==> src/rtl/mdu_pkg.sv <==
// Shared encodings and sizing for the multiply/divide unit and its ID/EX-side decode.
package mdu_pkg;

    localparam int unsigned MDU_CYCLES_DEFAULT = 32;
    localparam int unsigned MDU_XLEN           = 32;
    localparam int unsigned MDU_CNT_W          = 6;

    typedef enum logic [1:0] {
        MDU_MULT  = 2'b00,
        MDU_MULTU = 2'b01,
        MDU_DIV   = 2'b10,
        MDU_DIVU  = 2'b11
    } mdu_op_e;

    typedef enum logic [1:0] {
        MDU_IDLE = 2'b00,
        MDU_CALC = 2'b01,
        MDU_SIGN = 2'b10,
        MDU_DONE = 2'b11
    } mdu_state_e;

    // True for the two's-complement variants.
    function automatic logic op_is_signed(input mdu_op_e op);
        return (op == MDU_MULT) || (op == MDU_DIV);
    endfunction

    // True for either divide variant.
    function automatic logic op_is_div(input mdu_op_e op);
        return (op == MDU_DIV) || (op == MDU_DIVU);
    endfunction

endpackage

==> src/rtl/mult_div_unit.sv <==
// Iterative multiply/divide unit: radix-2 shift-add multiply, restoring divide,
// operating on magnitudes with a final sign-fixup cycle.
module mult_div_unit
    import mdu_pkg::*;
#(
    parameter int unsigned MDU_CYCLES = MDU_CYCLES_DEFAULT
) (
    input  logic                clk,
    input  logic                rst_b,
    input  logic                start,
    input  logic [1:0]          op,
    input  logic [MDU_XLEN-1:0] rs_data,
    input  logic [MDU_XLEN-1:0] rt_data,
    input  logic                flush,
    output logic                busy,
    output logic                stall_req,
    output logic                done,
    output logic                div_by_zero,
    output logic [MDU_XLEN-1:0] hi,
    output logic [MDU_XLEN-1:0] lo
);

    localparam int unsigned XW = MDU_XLEN;
    localparam int unsigned AW = 2 * MDU_XLEN;
    localparam logic [MDU_CNT_W-1:0] CNT_LOAD = MDU_CNT_W'(MDU_CYCLES - 1);

    mdu_state_e           state_q, state_d;
    logic [MDU_CNT_W-1:0] cnt_q, cnt_d;
    logic [AW-1:0]        acc_q, acc_d;
    logic [XW-1:0]        opnd_q, opnd_d;
    logic                 is_div_q, is_div_d;
    logic                 neg_res_q, neg_res_d;
    logic                 neg_rem_q, neg_rem_d;
    logic                 dbz_pend_q, dbz_pend_d;
    logic [XW-1:0]        hi_q, hi_d;
    logic [XW-1:0]        lo_q, lo_d;
    logic                 done_q, done_d;
    logic                 dbz_q, dbz_d;
    logic                 busy_q, busy_d;

    mdu_op_e       op_in;
    logic          start_ok;
    logic          rs_neg, rt_neg;
    logic [XW-1:0] rs_mag, rt_mag;
    logic [XW:0]   mul_sum;
    logic [XW:0]   div_diff;

    // Operand decode and the per-iteration adder/subtractor.
    always_comb begin
        op_in    = mdu_op_e'(op);
        start_ok = start && !flush && ((state_q == MDU_IDLE) || (state_q == MDU_DONE));
        rs_neg   = op_is_signed(op_in) && rs_data[XW-1];
        rt_neg   = op_is_signed(op_in) && rt_data[XW-1];
        rs_mag   = rs_neg ? XW'(-rs_data) : rs_data;
        rt_mag   = rt_neg ? XW'(-rt_data) : rt_data;
        mul_sum  = {1'b0, acc_q[AW-1:XW]} + {1'b0, opnd_q};
        // Shifted partial remainder is always below 2*divisor, so 33 bits suffice.
        div_diff = acc_q[AW-1:XW-1] - {1'b0, opnd_q};
    end

    // Next-state and datapath update.
    always_comb begin
        state_d    = state_q;
        cnt_d      = cnt_q;
        acc_d      = acc_q;
        opnd_d     = opnd_q;
        is_div_d   = is_div_q;
        neg_res_d  = neg_res_q;
        neg_rem_d  = neg_rem_q;
        dbz_pend_d = dbz_pend_q;
        hi_d       = hi_q;
        lo_d       = lo_q;
        done_d     = 1'b0;
        dbz_d      = 1'b0;

        case (state_q)
            MDU_IDLE, MDU_DONE: begin
                state_d = MDU_IDLE;
                if (start_ok) begin
                    state_d    = MDU_CALC;
                    cnt_d      = CNT_LOAD;
                    is_div_d   = op_is_div(op_in);
                    neg_res_d  = rs_neg ^ rt_neg;
                    neg_rem_d  = rs_neg;
                    dbz_pend_d = op_is_div(op_in) && (rt_data == '0);
                    if (op_is_div(op_in)) begin
                        opnd_d = rt_mag;
                        acc_d  = {{XW{1'b0}}, rs_mag};
                    end else begin
                        opnd_d = rs_mag;
                        acc_d  = {{XW{1'b0}}, rt_mag};
                    end
                end
            end
            MDU_CALC: begin
                if (!is_div_q) begin
                    acc_d = acc_q[0] ? {mul_sum, acc_q[XW-1:1]} : {1'b0, acc_q[AW-1:1]};
                end else if (!div_diff[XW]) begin
                    acc_d = {div_diff[XW-1:0], acc_q[XW-2:0], 1'b1};
                end else begin
                    acc_d = {acc_q[AW-2:0], 1'b0};
                end
                if (cnt_q == '0) begin
                    state_d = MDU_SIGN;
                end else begin
                    cnt_d = cnt_q - MDU_CNT_W'(1);
                end
            end
            MDU_SIGN: begin
                state_d = MDU_DONE;
                done_d  = 1'b1;
                dbz_d   = dbz_pend_q;
                if (is_div_q) begin
                    // A zero divisor yields an all-ones quotient regardless of sign.
                    if (dbz_pend_q) begin
                        lo_d = '1;
                    end else begin
                        lo_d = neg_res_q ? XW'(-acc_q[XW-1:0]) : acc_q[XW-1:0];
                    end
                    hi_d = neg_rem_q ? XW'(-acc_q[AW-1:XW]) : acc_q[AW-1:XW];
                end else begin
                    {hi_d, lo_d} = neg_res_q ? AW'(-acc_q) : acc_q;
                end
            end
            default: state_d = MDU_IDLE;
        endcase

        // Squash abandons the operation and leaves the result registers alone.
        if (flush) begin
            state_d = MDU_IDLE;
            hi_d    = hi_q;
            lo_d    = lo_q;
            done_d  = 1'b0;
            dbz_d   = 1'b0;
        end

        busy_d = (state_d == MDU_CALC) || (state_d == MDU_SIGN);
    end

    // State and result registers with synchronous reset.
    always_ff @(posedge clk) begin
        if (rst_b) begin
            state_q    <= MDU_IDLE;
            cnt_q      <= '0;
            acc_q      <= '0;
            opnd_q     <= '0;
            is_div_q   <= 1'b0;
            neg_res_q  <= 1'b0;
            neg_rem_q  <= 1'b0;
            dbz_pend_q <= 1'b0;
            hi_q       <= '0;
            lo_q       <= '0;
            done_q     <= 1'b0;
            dbz_q      <= 1'b0;
            busy_q     <= 1'b0;
        end else begin
            state_q    <= state_d;
            cnt_q      <= cnt_d;
            acc_q      <= acc_d;
            opnd_q     <= opnd_d;
            is_div_q   <= is_div_d;
            neg_res_q  <= neg_res_d;
            neg_rem_q  <= neg_rem_d;
            dbz_pend_q <= dbz_pend_d;
            hi_q       <= hi_d;
            lo_q       <= lo_d;
            done_q     <= done_d;
            dbz_q      <= dbz_d;
            busy_q     <= busy_d;
        end
    end

    assign busy        = busy_q;
    assign stall_req   = busy_q || start_ok;
    assign done        = done_q;
    assign div_by_zero = dbz_q;
    assign hi          = hi_q;
    assign lo          = lo_q;

endmodule

==> config.mk <==
export PLATFORM = sky130hd
export DESIGN_NAME = mult_div_unit
export DESIGN_NICKNAME = d
export VERILOG_FILES = /design/src/rtl/mdu_pkg.sv /design/src/rtl/mult_div_unit.sv
export SDC_FILE = /design/constraint.sdc
export NUM_CORES = 1
export LEC_CHECK = 0
export BUFFER_PORTS_ARGS = -buffer_cell sky130_fd_sc_hd__buf_4
export CORE_MARGIN = 2
export CORE_UTILIZATION = 65
export DETAILED_ROUTE_END_ITERATION = 8
export GPL_TIMING_DRIVEN = 0
export MAX_ROUTING_LAYER = met4
export PLACE_DENSITY = 0.86
export REMOVE_ABC_BUFFERS = 1
export SKIP_LAST_GASP = 1
export SYNTH_ARGS = -nofsm -noshare
export SYNTH_HDL_FRONTEND = slang
export SYNTH_SLANG_ARGS = --single-unit
==> constraint.sdc <==
create_clock -name clk -period 9.9 [get_ports clk]
set_input_delay 0.495 -clock clk [delete_from_list [all_inputs] [get_ports clk]]
set_output_delay 0.495 -clock clk [all_outputs]
set_load 0.03 [all_outputs]
=== After elaboration in Yosys (flattened, before gate mapping) ===
Cells that the tools add are included.
W data, S select, Z words.

* Register bits after elaboration: 175
* Input port bits: 70
* Output and inout bits: 68
* Logic and storage cells: 79

* Add/sub/neg operators: 8
* Equality and inequality tests: 9
* Mux-type cells: 23
* Bitwise logic cells: 3
* Reductions and logical operators: 23

{| class="wikitable"
|+ Operators by type and width
! cell !! number
|-
| $mux W64 || 5
|-
| $mux W32 || 9
|-
| $neg A32 Y32 || 4
|-
| $pmux W64 S2 || 1
|-
| $neg A64 Y64 || 1
|-
| $add A32 B32 Y33 || 1
|-
| $sub A33 B32 Y33 || 1
|-
| $logic_not A32 Y1 || 1
|-
| $mux W6 || 2
|-
| $pmux W6 S2 || 1
|-
| $eq A2 B2 Y1 const B || 5
|-
| $logic_not A6 Y1 || 1
|-
| $pmux W2 S3 || 1
|-
| $reduce_and A2 Y1 || 3
|-
| $sub A6 B1 Y6 const B || 1
|-
| $logic_and A1 B1 Y1 || 5
|-
| $logic_or A1 B1 Y1 || 5
|-
| $eq A2 B1 Y1 const B || 2
|-
| $logic_not A2 Y1 || 2
|-
| $mux W2 || 2
|-
| $ne A2 B2 Y1 const B || 2
|-
| $reduce_or A2 Y1 || 2
|-
| $reduce_and A3 Y1 || 1
|-
| $reduce_or A3 Y1 || 1
|-
| 5 further kinds || 7
|}

=== Logic depth before layout (Yosys ltp) ===
* Depth in word-level cells: 8
* Gate-level depth with buffers: 13
* Depth with buffers taken out: 12

=== Least setup slack after synthesis ===
Ideal clock, no wire load.

* Path kind: register to register
* From: register acc_q[31]
* To: register acc_q[36]
* Setup time: 122 ps
* Arrival time: 3202 ps
* Required time: 9778 ps
* Setup slack: 6576 ps
* Stages on the path, launching flop included: 14
* Path buffers: 1
* Clock period less this slack: 3324 ps
* Path through: dfxtp_1 -> inv_1 -> ha_1 -> fa_1 -> nor2b_1 -> o211ai_1 -> a21o_1 -> o311a_1 -> o31a_1 -> a21oi_4 -> xnor2_2 -> buf_2 -> mux2i_1 -> o21ai_0

* Longest elaborated chain between the ends: 4

{| class="wikitable"
|+ RTL lines
! element !! RTL line !! text
|-
| start: declaration || mult_div_unit.sv:29 || <nowiki>logic [AW-1:0] acc_q, acc_d;</nowiki>
|-
| start signal: assignment || mult_div_unit.sv:145 || <nowiki>acc_q <= '0;</nowiki>
|-
| start signal: assignment || mult_div_unit.sv:159 || <nowiki>acc_q <= acc_d;</nowiki>
|-
| $sub A33 B32 Y33 || mult_div_unit.sv:58 || <nowiki>div_diff = acc_q[AW-1:XW-1] - {1'b0, opnd_q};</nowiki>
|-
| $mux W64 || mult_div_unit.sv:98 || <nowiki>end else if (!div_diff[XW]) begin</nowiki>
|-
| $mux W64 || mult_div_unit.sv:96 || <nowiki>if (!is_div_q) begin</nowiki>
|-
| $pmux W64 S2 || mult_div_unit.sv:76 || <nowiki>case (state_q)</nowiki>
|}

Every way passes these cells.
A chain may end at the register's enable or synchronous reset.

=== Worst setup path in the final report ===
* From: register state_q[1]
* To: register acc_q[43]

* Longest elaborated chain between the ends: 5
* Elaborated cells between the ends (all ways): 10
* Classes of those cells: eq/ne: 3; mux: 1; reduce/logical: 6

{| class="wikitable"
|+ RTL lines
! element !! RTL line !! text
|-
| start: declaration || mult_div_unit.sv:27 || <nowiki>mdu_state_e state_q, state_d;</nowiki>
|-
| start signal: assignment || mult_div_unit.sv:157 || <nowiki>state_q <= state_d;</nowiki>
|-
| $eq A2 B2 Y1 or $logic_not A2 Y1 (tied branches) || mult_div_unit.sv:51, mult_div_unit.sv:76 ||
|-
| $logic_or A1 B1 Y1 || mult_div_unit.sv:51 || <nowiki>start_ok = start && !flush && ((state_q == MDU_IDLE) || (state_q == MDU_DONE));</nowiki>
|-
| $logic_and A1 B1 Y1 || mult_div_unit.sv:51 ||
|-
| $ne A2 B2 Y1 (no source line) || -- ||
|-
| $reduce_and A2 Y1 (no source line) || -- ||
|}

Several ways; a longest one is shown, not always the timed one.

==> flow_summary.ini <==
[outcome]
outcome = finished, final reports clean

[clock_network]
cts.repair_timing.setup_buffer_count = 0
number_of_buffers_added_by_the_clock_tree_synthesis_step = 17
clkSlewWorstSetupHoldPaths_ns = 0.08
clock_sinks = 175
clk_latency_ns = 0.45
clk_path_buf_depth = 2
cts_root_buffer = sky130_fd_sc_hd__clkbuf_16
tritoncts_clock_tree = yes
post_cts_gate_resize_count = 0
htree_num_levels = 4
postCtsHoldBufs = 0

[worst_setup_path]
critical_path_class = flip-flop to flip-flop
regToRegEndpoint = acc_q[43]
cp-start-kind = flip-flop
path_cells = inv_1, ha_2, inv_1, o21ai_4, buf_12, nand2_1, nor2_1, nand2_1, o221ai_1
critPathBufInv = 3
total_number_of_cells_along_the_worst_setup_path = 9
timing.critical_path.fanout_max = 44
timing.critical_path.max_delay_family = simple AND/OR/NAND/NOR gates
worstSetupEndpointType = flip-flop
timing.reg2reg.worst_path_depth = 9
r2r_start = state_q[1]
ff2ff_setup_slack_ns = 4.54
worst_ep_arrival_time_ns = 5.71
critical_path_required_ns = 10.24
critical-path-max-stage-delay_ns = 0.99
cp_slowest_cell = sky130_fd_sc_hd__nor2_1

[hold_path]
worstHoldPathType = input pin to flip-flop
min_to = neg_res_q
min_path_cells = 4
hold_path_startpoint = op[0]

[sta]
tightest_slew_ns = 1.45
finClkSkew_ns = 0.0160
clock.fmax_mhz = 186
final.setup.tns_ns = 0
final-setup-viol-count = 0
post-route-period-util_pct = 54.2
report.final.hold_viol_count = 0
unrepaired_setup_endpoints_after_global_routing = no
finalMaxSlewViolations = 0
worst_slew_margin_rel_pct = 3.29
fin_crit_ns = 5.36

[pwr]
power_report.internal_total_mw = 1.24
power.static_leakage_nw = 6.30
power_switching_mw = 0.651
seq_power_share_pct = 40.4
pwr_density_cell_mw_per_mm2 = 117
switching_share_pct = 34.5
totalPowerFinal_mw = 1.89
power.combinational.fraction_pct = 23.5
worst_ir_drop_vdd_v = 0.000122
p_clk_share_pct = 36.2

[finish]
fill_cells = 1765
proportion_of_layout_cells_with_a_drive_suffix_above_1_pct = 11.5
finalNetCount = 2114
antenna_cells_inserted = 0
area_delta_synth_final_pct = 11.2

[die]
dieHeight_um = 153
dieWidth_um = 153
design.core.area_mm2 = 0.0218
row_count = 54
start_util_pct = 66.3
dieArea_mm2 = 0.0235
io_pins = 138

[logic_synthesis]
number_of_enable_type_register_cells_in_the_synthesized_netlist = 0
synth_top_cells_by_count = sky130_fd_sc_hd__nor2_1 (205), sky130_fd_sc_hd__nand2_1 (200), sky130_fd_sc_hd__dfxtp_1 (175)
synth_most_common_cell = sky130_fd_sc_hd__nor2_1
synth-async-reset-ratio_pct = 0
synth_top_cells_by_area = sky130_fd_sc_hd__dfxtp_1 (24%), sky130_fd_sc_hd__ha_1 (6.2%), sky130_fd_sc_hd__xnor2_1 (5.5%)
synthesis.instances = 1942
synthDominantAreaCellType = sky130_fd_sc_hd__dfxtp_1
synth_top_area_share_pct = 24.2
synth-seq-cells = 175
synth.distinct_cells = 82
synthesis.yosys.warnings = 0
synth_area_mm2 = 0.0145
syn_avg_cell_area_um2 = 7.45
yosysSeqAreaShare_pct = 24.2
synth_flop_cell = sky130_fd_sc_hd__dfxtp_1

[global_routing]
initial_antenna_violation_count = 0
grt_util_all_layers_pct = 38.9
grt_first_pass_wirelength_um = 72600
grt_pass1_vias = 13999
congestion_overflow_gr = 0
largest_net_degree_at_the_start_of_global_routing = 76

[routing]
drc = 0
wire_length_reported_by_the_detailed_router_um = 45900
via_count = 15118
drt_first_iter_violations = 1525
route.detailed.vias_per_inst = 6.68
drt-pass1-iter-count = 6
final_antenna_net_count = 0
route.detailed.wl_per_inst_um = 20.3

[place]
place.detailed.hpwl_um = 33000
place_congestion = 1.01
numPortBuffers = 137

[flow_run]
maxCapViolCount = 0
cells in the final DEF, fill, tap and decap left out, types with 7 or more instances in the layout:
master                      netlist  routed
sky130_fd_sc_hd__o211ai_1        37      37
sky130_fd_sc_hd__xnor2_1         90      90
sky130_fd_sc_hd__nor3_1          57      57
sky130_fd_sc_hd__inv_1           69      68
sky130_fd_sc_hd__and3_1          19      19
sky130_fd_sc_hd__o41ai_1         11      11
sky130_fd_sc_hd__o21a_1           9       9
sky130_fd_sc_hd__nand4_1         17      17
sky130_fd_sc_hd__mux2i_1         56      56
sky130_fd_sc_hd__a311oi_1         8       8
sky130_fd_sc_hd__a22oi_1          7       7
sky130_fd_sc_hd__o31ai_1         35      35
sky130_fd_sc_hd__o21ai_0        111     111
sky130_fd_sc_hd__ha_1            72      71
sky130_fd_sc_hd__nand2_1        200     200
sky130_fd_sc_hd__nor2_1         205     203
sky130_fd_sc_hd__or3_1           13      13
sky130_fd_sc_hd__nand3_1         23      23
sky130_fd_sc_hd__nor2b_1         12      10
sky130_fd_sc_hd__a21oi_1        157     156
sky130_fd_sc_hd__mux2_2          28      28
sky130_fd_sc_hd__dfxtp_1        175     173
sky130_fd_sc_hd__xor2_1          76      76
sky130_fd_sc_hd__or4_1           11      11
sky130_fd_sc_hd__a211oi_1        93      93
sky130_fd_sc_hd__clkbuf_16        0      17
sky130_fd_sc_hd__a21o_1          24      24
sky130_fd_sc_hd__nor4_1          13      13
sky130_fd_sc_hd__a31oi_1         27      27
sky130_fd_sc_hd__buf_4            2     137
sky130_fd_sc_hd__nand2b_1        33      33
sky130_fd_sc_hd__nand3b_1        10      10
sky130_fd_sc_hd__and2_1          14      14
through the flow:
stage | area, um^2 | hold WS (ns) | setup slack [ns] | utilization (%) | instances
2_1_floorplan | 13900 | 0.435 | 5.05 | - | 1807
3_3_place_gp | 15300 | 0.444 | 1.78 | 70.2 | 2224
3_5_place_dp | 15500 | 0.452 | 4.90 | 71.1 | 2231
4_1_cts | 16100 | 0.429 | 4.88 | 73.7 | 2263
5_1_grt | 16100 | 0.474 | 4.41 | 73.7 | 2263
6_report | 16100 | 0.444 | 4.54 | 73.7 | 2263
layout make-up:
cell class | instances | area, um^2 | share of cell area (%)
clock buffers | 17 | 425 | 2.65
clock inverters | 15 | 149 | 0.926
inverters | 70 | 263 | 1.63
multi-input cells | 1562 | 10200 | 63.5
flip-flops and latches | 175 | 3510 | 21.8
well taps | 280 | 350 | 2.18
repair buffers | 144 | 1180 | 7.33
cells by family after synthesis:
logic type / Yosys count / synth area share (%)
fa+ha+maj: 74 / 6.51
flops: 175 / 24.2
mux: 84 / 6.06
xor+xnor: 168 / 10.4
compound gates: 584 / 26.2
buf+inv: 205 / 5.46
simple gates: 652 / 21.2
worst min-delay path, stage by stage:
cell and delay [ns]:
sky130_fd_sc_hd__buf_4 0.13, sky130_fd_sc_hd__nor3_1 0.06, sky130_fd_sc_hd__a21oi_1 0.11, sky130_fd_sc_hd__nor2_1 0.05
power groups by stage:
stage	sequential, mW	combinational, mW	clock [mW]
3_3_place_gp	0.783	0.407	0
6_report	0.762	0.443	0.682
4_1_cts	0.760	0.432	0.679
5_1_grt	0.764	0.481	0.708
3_5_place_dp	0.777	0.428	0
2_1_floorplan	0.769	0.290	0
state kept, by name (all words and copies together), names as in the netlist:
name and cells:
state_q 2, neg_res_q 1, dbz_pend_q 1, div_by_zero 1, opnd_q 32, done 1
lo 32, busy 1, cnt_q 6, neg_rem_q 1, acc_q 64, is_div_q 1
hi 32
how the worst max path moves through the flow:
stage	startpoint	to	slack, ns
CTS	state_q[1]	acc_q[43]	4.88
detailed placement	state_q[1]	acc_q[43]	4.90
global placement	state_q[1]	acc_q[33]	1.78
finish	state_q[1]	acc_q[43]	4.54
floorplan	state_q[1]	acc_q[58]	5.05
global route	state_q[1]	acc_q[48]	4.41
per-layer routing:
| layer | GRT usage (%) | up-vias | routed length [um] |
|---|---|---|---|
| li1 | - | 7075 | - |
| met3 | 5.93 | 161 | 4680 |
| met4 | 16.6 | 0 | 2110 |
| met5 | - | - | 0 |
| met2 | 59.5 | 867 | 20300 |
| met1 | 51.4 | 7015 | 18800 |
Note: power is estimated with default switching activity, not from simulation.
